### src/rtl/sseg_scan_driver_if.sv
// Display-side bundle for sseg_scan_driver: load/value/mode in, status and pin pattern out.
interface sseg_scan_driver_if;
    logic [15:0] value;
    logic        load;
    logic        dec;
    logic        blank_lz;
    logic        busy;
    logic        ovf;
    logic [6:0]  Segments;
    logic [3:0]  Anodes;

    modport master (output value, load, dec, blank_lz,
                    input  busy, ovf, Segments, Anodes);
    modport slave  (input  value, load, dec, blank_lz,
                    output busy, ovf, Segments, Anodes);
endinterface

### src/rtl/sseg_scan_driver.sv
// 4-digit multiplexed 7-segment driver; hex or decimal (sequential double-dabble) display,
// with optional leading-zero blanking.
module sseg_scan_driver #(
    parameter int DIGIT_CYCLES = 4,
    parameter int CONV_BITS    = 16
) (
    input  logic               clk,
    input  logic               reset,
    sseg_scan_driver_if.slave  bus
);
    localparam int DW = (DIGIT_CYCLES > 1) ? $clog2(DIGIT_CYCLES) : 1;
    localparam logic [DW-1:0] DWELL_LAST = DW'(DIGIT_CYCLES - 1);
    localparam logic [4:0]    ITER_LAST  = 5'(CONV_BITS - 1);

    typedef enum logic {S_IDLE, S_CONV} state_t;

    state_t           state_q;
    logic [3:0][3:0]  digits_q;
    logic             ovf_q;
    logic             busy_q;
    logic [1:0]       idx_q, idx_d;
    logic [DW-1:0]    dwell_q, dwell_d;
    logic [15:0]      bin_q, bin_d;
    logic [19:0]      bcd_q, bcd_d, bcd_adj;
    logic [4:0]       iter_q;
    logic [6:0]       seg_q, seg_d;
    logic [3:0]       an_q;
    logic             allz_d, blank_d;

    function automatic logic [6:0] glyph(input logic [3:0] d);
        case (d)
            4'h0: glyph = 7'b1000000;
            4'h1: glyph = 7'b1111001;
            4'h2: glyph = 7'b0100100;
            4'h3: glyph = 7'b0110000;
            4'h4: glyph = 7'b0011001;
            4'h5: glyph = 7'b0010010;
            4'h6: glyph = 7'b0000010;
            4'h7: glyph = 7'b1111000;
            4'h8: glyph = 7'b0000000;
            4'h9: glyph = 7'b0010000;
            4'hA: glyph = 7'b0001000;
            4'hB: glyph = 7'b0000011;
            4'hC: glyph = 7'b1000110;
            4'hD: glyph = 7'b0100001;
            4'hE: glyph = 7'b0000110;
            default: glyph = 7'b0001110;
        endcase
    endfunction

    // Scan position and the glyph for the digit that will be lit after this edge.
    always_comb begin
        dwell_d = dwell_q + 1'b1;
        idx_d   = idx_q;
        if (dwell_q == DWELL_LAST) begin
            dwell_d = '0;
            idx_d   = idx_q + 2'd1;
        end
        allz_d = 1'b1;
        for (int k = 0; k < 4; k++)
            if (k >= int'(idx_d) && digits_q[k] != 4'h0) allz_d = 1'b0;
        blank_d = bus.blank_lz && (idx_d != 2'd0) && allz_d;
        seg_d   = blank_d ? 7'b1111111 : glyph(digits_q[idx_d]);
    end

    // One double-dabble iteration: add 3 to any BCD digit >= 5, then shift in the next bit.
    always_comb begin
        for (int i = 0; i < 5; i++)
            bcd_adj[i*4 +: 4] = (bcd_q[i*4 +: 4] >= 4'd5) ? bcd_q[i*4 +: 4] + 4'd3
                                                          : bcd_q[i*4 +: 4];
        {bcd_d, bin_d} = {bcd_adj, bin_q} << 1;
    end

    always_ff @(posedge clk) begin
        if (reset) begin
            state_q  <= S_IDLE;
            digits_q <= '0;
            ovf_q    <= 1'b0;
            busy_q   <= 1'b0;
            idx_q    <= 2'd0;
            dwell_q  <= '0;
            bin_q    <= '0;
            bcd_q    <= '0;
            iter_q   <= '0;
            seg_q    <= 7'b1000000;
            an_q     <= 4'b1110;
        end else begin
            dwell_q <= dwell_d;
            idx_q   <= idx_d;
            seg_q   <= seg_d;
            an_q    <= ~(4'b0001 << idx_d);
            case (state_q)
                S_IDLE: begin
                    if (bus.load) begin
                        if (bus.dec) begin
                            bin_q   <= bus.value;
                            bcd_q   <= '0;
                            iter_q  <= '0;
                            busy_q  <= 1'b1;
                            state_q <= S_CONV;
                        end else begin
                            digits_q <= bus.value;
                        end
                    end
                end
                S_CONV: begin
                    bin_q  <= bin_d;
                    bcd_q  <= bcd_d;
                    iter_q <= iter_q + 5'd1;
                    if (iter_q == ITER_LAST) begin
                        digits_q <= bcd_d[15:0];
                        ovf_q    <= |bcd_d[19:16];
                        busy_q   <= 1'b0;
                        state_q  <= S_IDLE;
                    end
                end
                default: state_q <= S_IDLE;
            endcase
        end
    end

    assign bus.busy     = busy_q;
    assign bus.ovf      = ovf_q;
    assign bus.Segments = seg_q;
    assign bus.Anodes   = an_q;
endmodule

### src/flat_wrapper.sv
// flat-port wrapper written by rule: the top's interface ports become plain ports
module sseg_scan_driver_flat 
#(
    parameter int DIGIT_CYCLES = 4,
    parameter int CONV_BITS    = 16
)
  (clk, reset, bus_value, bus_load, bus_dec, bus_blank_lz, bus_busy, bus_ovf, bus_Segments, bus_Anodes);
  sseg_scan_driver_if bus_i ();
  input  logic clk;
  input  logic reset;
  input wire logic [$bits(bus_i.value)-1:0] bus_value;
  input wire logic [$bits(bus_i.load)-1:0] bus_load;
  input wire logic [$bits(bus_i.dec)-1:0] bus_dec;
  input wire logic [$bits(bus_i.blank_lz)-1:0] bus_blank_lz;
  output wire logic [$bits(bus_i.busy)-1:0] bus_busy;
  output wire logic [$bits(bus_i.ovf)-1:0] bus_ovf;
  output wire logic [$bits(bus_i.Segments)-1:0] bus_Segments;
  output wire logic [$bits(bus_i.Anodes)-1:0] bus_Anodes;
  assign bus_i.value = bus_value;
  assign bus_i.load = bus_load;
  assign bus_i.dec = bus_dec;
  assign bus_i.blank_lz = bus_blank_lz;
  assign bus_busy = bus_i.busy;
  assign bus_ovf = bus_i.ovf;
  assign bus_Segments = bus_i.Segments;
  assign bus_Anodes = bus_i.Anodes;
  sseg_scan_driver #(.DIGIT_CYCLES(DIGIT_CYCLES), .CONV_BITS(CONV_BITS)) u_core (.clk(clk), .reset(reset), .bus(bus_i));
endmodule
### config.mk
export PLATFORM = sky130hd
export DESIGN_NAME = sseg_scan_driver_flat
export DESIGN_NICKNAME = d
export VERILOG_FILES = /design/src/rtl/sseg_scan_driver_if.sv /design/src/rtl/sseg_scan_driver.sv /design/src/flat_wrapper.sv
export SDC_FILE = /design/constraint.sdc
export NUM_CORES = 1
export LEC_CHECK = 0
export CORE_ASPECT_RATIO = 2
export CORE_UTILIZATION = 55
export CTS_CLUSTER_DIAMETER = 40
export DETAILED_ROUTE_END_ITERATION = 12
export HOLD_SLACK_MARGIN = 0.1
export PLACE_DENSITY = 0.76
export REMOVE_ABC_BUFFERS = 1
export SLEW_MARGIN = 20
export SYNTH_ARGS = -nofsm -noshare
export SYNTH_HDL_FRONTEND = slang
export SYNTH_SLANG_ARGS = --single-unit
### constraint.sdc
create_clock -name clk -period 3.8 [get_ports clk]
set_input_delay 0.76 -clock clk [delete_from_list [all_inputs] [get_ports clk]]
set_output_delay 0.76 -clock clk [all_outputs]
set_load 0.05 [all_outputs]
# Yosys cells after proc, flatten, opt, wreduce, memory -nomap -nowiden

Memories as Yosys holds them, arrays and structs flattened.
Index checks and enable logic that the tools add are counted.

Memory bits (read-only): 112
Logic and storage cells: 93
Register bits after elaboration: 75
Output and inout port bits: 13
Memories: 1

Order comparisons: 9
Bitwise gates (word level): 2
$add $sub $neg: 8
Reductions and logical operators: 17
Muxes and demuxes: 34
Shifts and indexed selects: 1
Eq/ne operators: 6

Memory list:

| name             | words | bits a word | rd ports | clocked after Yosys merged registers in | write ports | RTL line               | RTL |
|---|---|---|---|---|---|---|---|
| (name not given) | 16    | 7           | 1        | 0                                       | 0           | sseg_scan_driver.sv:31 | `case (d)` |

Operator list:

| operator                                                              | number |
|---|---|
| 16-bit two-way mux                                                    | 5 |
| 16-bit case mux with 2 select lines                                   | 2 |
| 20-bit two-way mux                                                    | 2 |
| 20-bit case mux with 2 select lines                                   | 1 |
| 4-bit by 3-bit >= comparator with 1-bit output, second input constant | 5 |
| 4-bit two-way mux                                                     | 5 |
| 4-bit by 2-bit adder with 4-bit output, second input constant         | 4 |
| 4-bit nonzero test                                                    | 4 |
| 1-bit two-way mux                                                     | 10 |
| 5-bit two-way mux                                                     | 2 |
| 5-bit case mux with 2 select lines                                    | 1 |
| 4-bit binary-select mux with 2-bit select                             | 1 |
| 2-bit != test, second input constant                                  | 4 |
| 6-bit two-way mux                                                     | 1 |
| 3-bit AND reduction                                                   | 2 |
| 5-bit by 1-bit adder with 5-bit output, second input constant         | 1 |
| 5-bit by 4-bit equality test with 1-bit output, second input constant | 1 |
| 1-bit logical AND                                                     | 5 |
| 2-bit by 1-bit adder with 2-bit output, second input constant         | 2 |
| 1-bit by 2-bit >= comparator with 1-bit output, first input constant  | 2 |
| 4-bit inverter                                                        | 1 |
| 1-bit case mux with 2 select lines                                    | 2 |
| 2-bit AND reduction                                                   | 2 |
| 2-bit OR reduction                                                    | 2 |
| 10 further kinds                                                      | 10 |

# Longest topological paths before layout

Gate-level depths: netlist of the first run.

Depth in word-level cells: 10
Gate-level depth with buffers: 10
Gate-level depth less buffers: 9

# Worst setup path after synthesis of the first run

OpenSTA, ideal clock, no wires.

Path type: register to register
From: register u_core.dwell_q[0]
To: register u_core.seg_q[5] (netlist: u_core.bus.Segments[5])
Period minus slack after synthesis: 2656 ps
Arrival time: 2524 ps
Cell stages (with the launch flop): 11
Data required time: 3668 ps
Path buffers: 1
Slack: 1144 ps
Cells stage by stage: dfxtp_1 > ha_1 > clkbuf_1 > mux2_2 > and3_1 > a211oi_1 > inv_1 > ha_1 > o21a_1 > o21ai_0 > a21oi_1

Longest elaborated chain between the ends: 10
Elaborated cells between the ends (all ways): 19
Those cells by class: order compare (3); eq/ne (1); mux (8); reduce/logical (6); memory (1)

Ends and longest elaborated chain:

| item                                           | RTL line               | RTL |
|---|---|---|
| start, declared                                | sseg_scan_driver.sv:22 | `logic [DW-1:0] dwell_q, dwell_d;` |
| start signal, assigned                         | sseg_scan_driver.sv:88 | `dwell_q <= dwell_d;` |
| 2-bit equality test (*)                        | sseg_scan_driver.sv:55 | `if (dwell_q == DWELL_LAST) begin` |
| 2-bit two-way mux (*)                          | sseg_scan_driver.sv:55 |  |
| 1-bit by 2-bit >= comparator with 1-bit output | sseg_scan_driver.sv:61 | `if (k >= int'(idx_d) && digits_q[k] != 4'h0) allz_d = 1'b0;` |
| 1-bit logical AND                              | sseg_scan_driver.sv:61 |  |
| 1-bit two-way mux (4 in series)                | sseg_scan_driver.sv:61 |  |
| 1-bit logical AND                              | sseg_scan_driver.sv:62 | `blank_d = bus.blank_lz && (idx_d != 2'd0) && allz_d;` |
| 6-bit two-way mux (*)                          | sseg_scan_driver.sv:63 | `seg_d = blank_d ? 7'b1111111 : glyph(digits_q[idx_d]);` |
| end signal, assigned                           | sseg_scan_driver.sv:90 | `seg_q <= seg_d;` |
| end, declared                                  | sseg_scan_driver.sv:26 | `logic [6:0] seg_q, seg_d;` |

Every way passes the cells marked *; elsewhere a longest branch is shown, timed or not. The select of a mux whose other input is x is not followed.
A chain may end at the register's enable or synchronous reset.

# Worst setup path in the final report of the first run

Same ends and word-level chain as after synthesis.

==> flow_summary.json, run 1 <==
{
  "status": "finished clean",
  "cts_max_level": 3,
  "synth_async_sr_flop_share_pct": 0,
  "yosysUniqueCellTypes": 54,
  "critPathMaxFanout": 7,
  "fin_crit_ns": 3.002,
  "hp-class": "flip-flop to flip-flop",
  "synth_ff_type": "dfxtp_1",
  "die_w_um": 62.61,
  "insertion_delay_ns": 0.33,
  "fillerInstances": 603,
  "grt.met2_usage_pct": 47.42,
  "grt_pass1_wl_um": 15730,
  "worstPathCellList": "ha_1 -> mux2_2 -> and3_1 -> a211oi_1 -> inv_1 -> ha_1 -> o21a_1 -> o21ai_0 -> a21oi_1",
  "cts_buffer_depth": 2,
  "ios": 34,
  "layout_common_cells": "dfxtp_1, a21oi_1, nor2_1, nand2_1, clkdlybuf4s50_1",
  "fin_nets": 554,
  "tns_ns": 0,
  "start_util_pct": 57.76,
  "wl_per_cell_um": 15.01,
  "cts_tree": "yes",
  "fin_crit_sh_pct": 78.99,
  "crit_family": "compound AO/OA/AOI/OAI gates",
  "critPathMostFrequentCell": "ha_1",
  "final_common_cell": "dfxtp_1",
  "finalHoldViolations": 0,
  "tightest_slew_ns": 0.9658,
  "rsz0062_at_grt": "false",
  "antenna_found_initial": 0,
  "synthTopCellsByArea": "dfxtp_1, a21oi_1, ha_1",
  "path_clk_slew_ns": 0.06,
  "power.density_mw_per_mm2": 449.3,
  "setup_slack_ns": 0.7984,
  "crit_slowest_cell": "a211oi_1",
  "gr-total-overflow": 0,
  "fp.dieH_um": 123.2,
  "skew_ns": 0.004628,
  "setup_viol": 0,
  "cts_hold_buf": 0,
  "grt_start_max_net_pins": 57,
  "drt_iter0_drc": 174,
  "syn_inst": 495,
  "seq_area_frac_synth_pct": 37.16,
  "drive_gt1_share_pct": 7.930,
  "power_w": 0.002103,
  "clock-root-buffer": "clkbuf_16",
  "max_stage_delay_ns": 0.69,
  "cts_sinks": 75,
  "grt_pass1_vias": 3485,
  "crit_buf_inv": 1,
  "drc": 0,
  "grtUsageMet1_pct": 27.57,
  "post_cts_resized": 0,
  "startpoint_type": "flip-flop",
  "globalRoute.busiestLayer": "met2",
  "ir_worst_vdd_v": 0.0003352,
  "via_per_inst": 5.867,
  "dr.pass1.iters": 5,
  "maxCapViolCount": 0,
  "yosysWarnings": 0,
  "postCtsSetupRepairBufs": 0,
  "synth_area_mm2": 0.004040,
  "ys_ff_latch": 75,
  "cellLeakagePower_nw": 1.687,
  "place_hpwl_um": 6426,
  "io_buffers": 33,
  "fmaxAchievable_ghz": 0.3332,
  "yosysTopAreaCellShare_pct": 37.16,
  "core_area_mm2": 0.006994,
  "relSlewSlack_pct": 35.61,
  "crit_type": "flip-flop to flip-flop",
  "cp.required_ns": 3.97,
  "cts_buffers": 9,
  "cp-end-kind": "flip-flop",
  "syn_to_final_growth_pct": 15.86,
  "globalplace.congestion": 0.8638,
  "avgSynthCellArea_um2": 8.162,
  "die-area_mm2": 0.007713,
  "grt_util_met3_pct": 5.074,
  "arrival_ns": 3.18,
  "synth_edf_count": 0,
  "finalWirelength_um": 9111,
  "vias": 3561,
  "ant_nets": 0,
  "diodes": 0,
  "track_usage_pct": 26.14,
  "slew_viol_final": 0,
  "synth_top_cell_by_area": "dfxtp_1",
  "rows": 43,
  "preCtsSetupSlack_ns": 0.8461
}
[where the power goes]
| part | leakage, nW | internal [W] | total, W | switching (W) |
|---|---|---|---|---|
| Clock | 0.159 | 0.000609 | 0.000927 | 0.000318 |
| Sequential | 0.611 | 0.000826 | 0.000859 | 0.0000336 |
| Combinational | 0.917 | 0.000123 | 0.000317 | 0.000193 |
| Total | 1.69 | 0.00156 | 0.00210 | 0.000545 |
[state kept, by name (all words and copies together), names as in the netlist]
signal	flops
u_core.bcd_q	20
u_core.bin_q	16
u_core.bus.Anodes	4
u_core.bus.Segments	7
u_core.bus.busy	1
u_core.bus.ovf	1
u_core.digits_q	16
u_core.dwell_q	2
u_core.idx_q	2
u_core.iter_q	5
u_core.state_q	1
[cell type report]
cell class | count | area (um^2) | area share (%)
Clock buffer | 12 | 256.5 | 5.480
Clock inverter | 4 | 72.57 | 1.550
Multi-Input combinational cell | 370 | 2298 | 49.10
Sequential cell | 75 | 1503 | 32.10
Inverter | 16 | 60.06 | 1.283
Timing Repair Buffer | 40 | 377.9 | 8.073
Tap cell | 90 | 112.6 | 2.406
[cells in the mapped netlist, types with 13 or more instances]
library cell and count:
mux2i_1 14, inv_1 16, a311oi_1 13, nor2_1 53, nand3_1 27, a21oi_1 67, nand2b_1 20, o21ai_0 18
clkbuf_1 22, ha_1 21, nand2_1 48, dfxtp_1 75
[through the flow]
stage,instances,utilization (%),area (um^2),hold slack (ns)
detailed placement,591,62.22,4352,0.4575
floorplan,461,-,3856,0.4277
global placement,591,62.22,4352,0.4423
global route,607,66.92,4681,0.4918
finish,607,66.92,4681,0.4661
CTS,607,66.92,4681,0.4657
[final timing paths]
| path | start | to | slack, ns | depth (start not counted) |
|---|---|---|---|---|
| min | u_core.dwell_q[0]$_SDFF_PP0_ | u_core.dwell_q[0]$_SDFF_PP0_ | 0.47 | 1 |
| max reg2reg | u_core.dwell_q[0]$_SDFF_PP0_ | u_core.bus.Segments[5]$_SDFF_PP0_ | 0.80 | 9 |
| min reg2reg | u_core.dwell_q[0]$_SDFF_PP0_ | u_core.dwell_q[0]$_SDFF_PP0_ | 0.47 | 1 |
| max | u_core.dwell_q[0]$_SDFF_PP0_ | u_core.bus.Segments[5]$_SDFF_PP0_ | 0.80 | 9 |
[kinds of logic after synthesis]
group,count (synthesis),share of synthesized area [%]
compound gates,130,19.98
simple gates,188,22.86
xor+xnor,12,2.601
fa+ha+maj,21,6.504
mux,19,4.862
flops,75,37.16
buf+inv,50,6.039
[layer usage]
| metal | vias to the layer above | routed length (um) |
|---|---|---|
| li1 | 1777 | - |
| met1 | 1662 | 3619 |
| met2 | 99 | 4855 |
| met3 | 23 | 304 |
| met4 | 0 | 331 |
| met5 | - | 0 |
No activity file was read; power rests on OpenSTA's default activity.
==> inputs of run 2 (changes only) <==
--- a/config.mk
+++ b/config.mk
@@ -6,7 +6,7 @@
 export NUM_CORES = 1
 export LEC_CHECK = 0
 export CORE_ASPECT_RATIO = 2
-export CORE_UTILIZATION = 55
+export CORE_UTILIZATION = 52
 export CTS_CLUSTER_DIAMETER = 40
 export DETAILED_ROUTE_END_ITERATION = 12
 export HOLD_SLACK_MARGIN = 0.1
==> constraint.sdc (replaced) <==
create_clock -name clk -period 2.5 [get_ports clk]
set_input_delay 0.5 -clock clk [delete_from_list [all_inputs] [get_ports clk]]
set_output_delay 0.5 -clock clk [all_outputs]
set_load 0.05 [all_outputs]
==> run 2 against run 1 <==
Compared with the run above:
- sequential power grew 51%
- combinational power up 61%
- clock skew increased by 0.0028 ns
- worst hold slack better by 0.011 ns
- total power increased by 57%
- first-iteration DRC count fell by 19%
- clock power grew 62%
- maximum frequency up 26%
- utilization decreased by 3.0 points
- critical path type unchanged
==> flow_summary.json, run 2 (same netlist as run 1, synthesis figures left out) <==
{
  "crit_buf_inv": 2,
  "maxCapViolCount": 0,
  "relSlewSlack_pct": 61.35,
  "fin_nets": 566,
  "start_util_pct": 53.55,
  "cp.required_ns": 2.74,
  "max_stage_delay_ns": 0.37,
  "grt_start_max_net_pins": 58,
  "die-area_mm2": 0.008147,
  "dr.pass1.iters": 4,
  "cp-end-kind": "flip-flop",
  "finalNonFillerCells": 623,
  "rsz0062_at_grt": "false",
  "ios": 34,
  "place_area_mm2": 0.004472,
  "crit_cells": 10,
  "path_clk_slew_ns": 0.06,
  "fp.dieH_um": 126.7,
  "drc": 0,
  "cts_sinks": 75,
  "core_area_mm2": 0.007545,
  "met2WireLength_um": 5479,
  "gr-total-overflow": 0,
  "fin_crit_ns": 2.384,
  "cts_buffers": 9,
  "layout_common_cells": "dfxtp_1, a21oi_1, nor2_1, nand2_1, clkdlybuf4s50_1",
  "cellLeakagePower_nw": 1.766,
  "grt_pass1_wl_um": 15950,
  "fmaxAchievable_ghz": 0.4195,
  "top_layer": "met4",
  "reg.largest.list": "u_core.bcd_q (20), u_core.bin_q (16), u_core.digits_q (16)",
  "largest_reg_flops": 20,
  "arrival_ns": 2.62,
  "slew_viol_final": 0,
  "io_buffers": 33,
  "startpoint_type": "flip-flop",
  "power.density_mw_per_mm2": 686.3,
  "ir_worst_vdd_v": 0.0004954,
  "finalHoldViolations": 0,
  "diodes": 0,
  "hp-class": "flip-flop to flip-flop",
  "wl_met3_um": 259,
  "grt_pass1_vias": 3539,
  "wl_met1_um": 3607,
  "via_per_inst": 5.764,
  "tightest_slew_ns": 0.5797,
  "track_usage_pct": 25.34,
  "power_w": 0.003312,
  "crit_slowest_cell": "dfxtp_1",
  "cts_tree": "yes",
  "r2r_setup_slack_ns": 0.12,
  "antenna_found_initial": 0,
  "rows": 45,
  "crit_type": "flip-flop to flip-flop",
  "globalplace.congestion": 0.9180,
  "clock-root-buffer": "clkbuf_16",
  "post_cts_resized": 0,
  "whs_path_depth": 1,
  "place_hpwl_um": 6936,
  "insertion_delay_ns": 0.34,
  "fillerInstances": 676,
  "dp.cells": 607,
  "status": "finished clean",
  "drt_iter0_drc": 141,
  "vias": 3591,
  "critPathMaxFanout": 6,
  "final_common_cell": "dfxtp_1",
  "cts_max_level": 3,
  "finalWirelength_um": 9590,
  "setup_viol": 0,
  "tns_ns": 0,
  "regMostFlops": "u_core.bcd_q",
  "cts_hold_buf": 0,
  "crit_family": "compound AO/OA/AOI/OAI gates",
  "worstPathCellList": "ha_1 -> buf_4 -> mux2_2 -> nand3_1 -> nand4_1 -> inv_1 -> ha_1 -> o21ai_0 -> o21ai_0 -> a221oi_1",
  "fin_area_mm2": 0.004826,
  "cts_buffer_depth": 2,
  "fin_crit_sh_pct": 95.34,
  "postCtsSetupRepairBufs": 0,
  "die_w_um": 64.33,
  "syn_to_final_growth_pct": 19.45,
  "wl_per_cell_um": 15.39,
  "ant_nets": 0,
  "skew_ns": 0.007456,
  "r2r_cells": 10,
  "drive_gt1_share_pct": 10.59
}
==> run 2: routing by layer <==
metal / track usage, % / vias up
met2: 48.42 / 68
li1: - / 1792
met5: 0 / -
met3: 5.396 / 14
met1: 24.58 / 1717
met4: 12.42 / 0
==> run 2: area by class of cell <==
class	instances	area [um^2]	share of cell area, %
Multi-Input combinational cell	370	2308	47.84
Sequential cell	75	1504	31.16
Timing Repair Buffer	52	493.0	10.22
Clock buffer	11	242.7	5.030
Tap cell	94	117.6	2.437
Clock inverter	5	100.1	2.074
Inverter	16	60.06	1.244
==> run 2: per-stage QoR <==
step / utilization (%) / hold slack [ns] / worst slack (ns)
after global routing: 63.96 / 0.5021 / 0.01111
after CTS: 63.81 / 0.4759 / 0.09670
after global placement: 59.27 / 0.4427 / 0.2473
after detailed placement: 59.27 / 0.4679 / 0.1054
final: 63.96 / 0.4767 / 0.1164
after floorplan: - / 0.4277 / -0.6126
==> run 2: worst paths after layout <==
| kind | end | from |
|---|---|---|
| min | u_core.dwell_q[0]$_SDFF_PP0_ | u_core.dwell_q[0]$_SDFF_PP0_ |
| max | u_core.bus.Segments[3]$_SDFF_PP0_ | u_core.dwell_q[0]$_SDFF_PP0_ |
| max reg2reg | u_core.bus.Segments[3]$_SDFF_PP0_ | u_core.dwell_q[0]$_SDFF_PP0_ |
| min reg2reg | u_core.dwell_q[0]$_SDFF_PP0_ | u_core.dwell_q[0]$_SDFF_PP0_ |
==> run 2: power breakdown <==
group | total (W) | leakage [nW] | switching [W] | internal [W]
Combinational | 0.000511 | 0.985 | 0.000301 | 0.000210
Clock | 0.00150 | 0.169 | 0.000497 | 0.000999
Sequential | 0.00130 | 0.612 | 0.0000498 | 0.00126
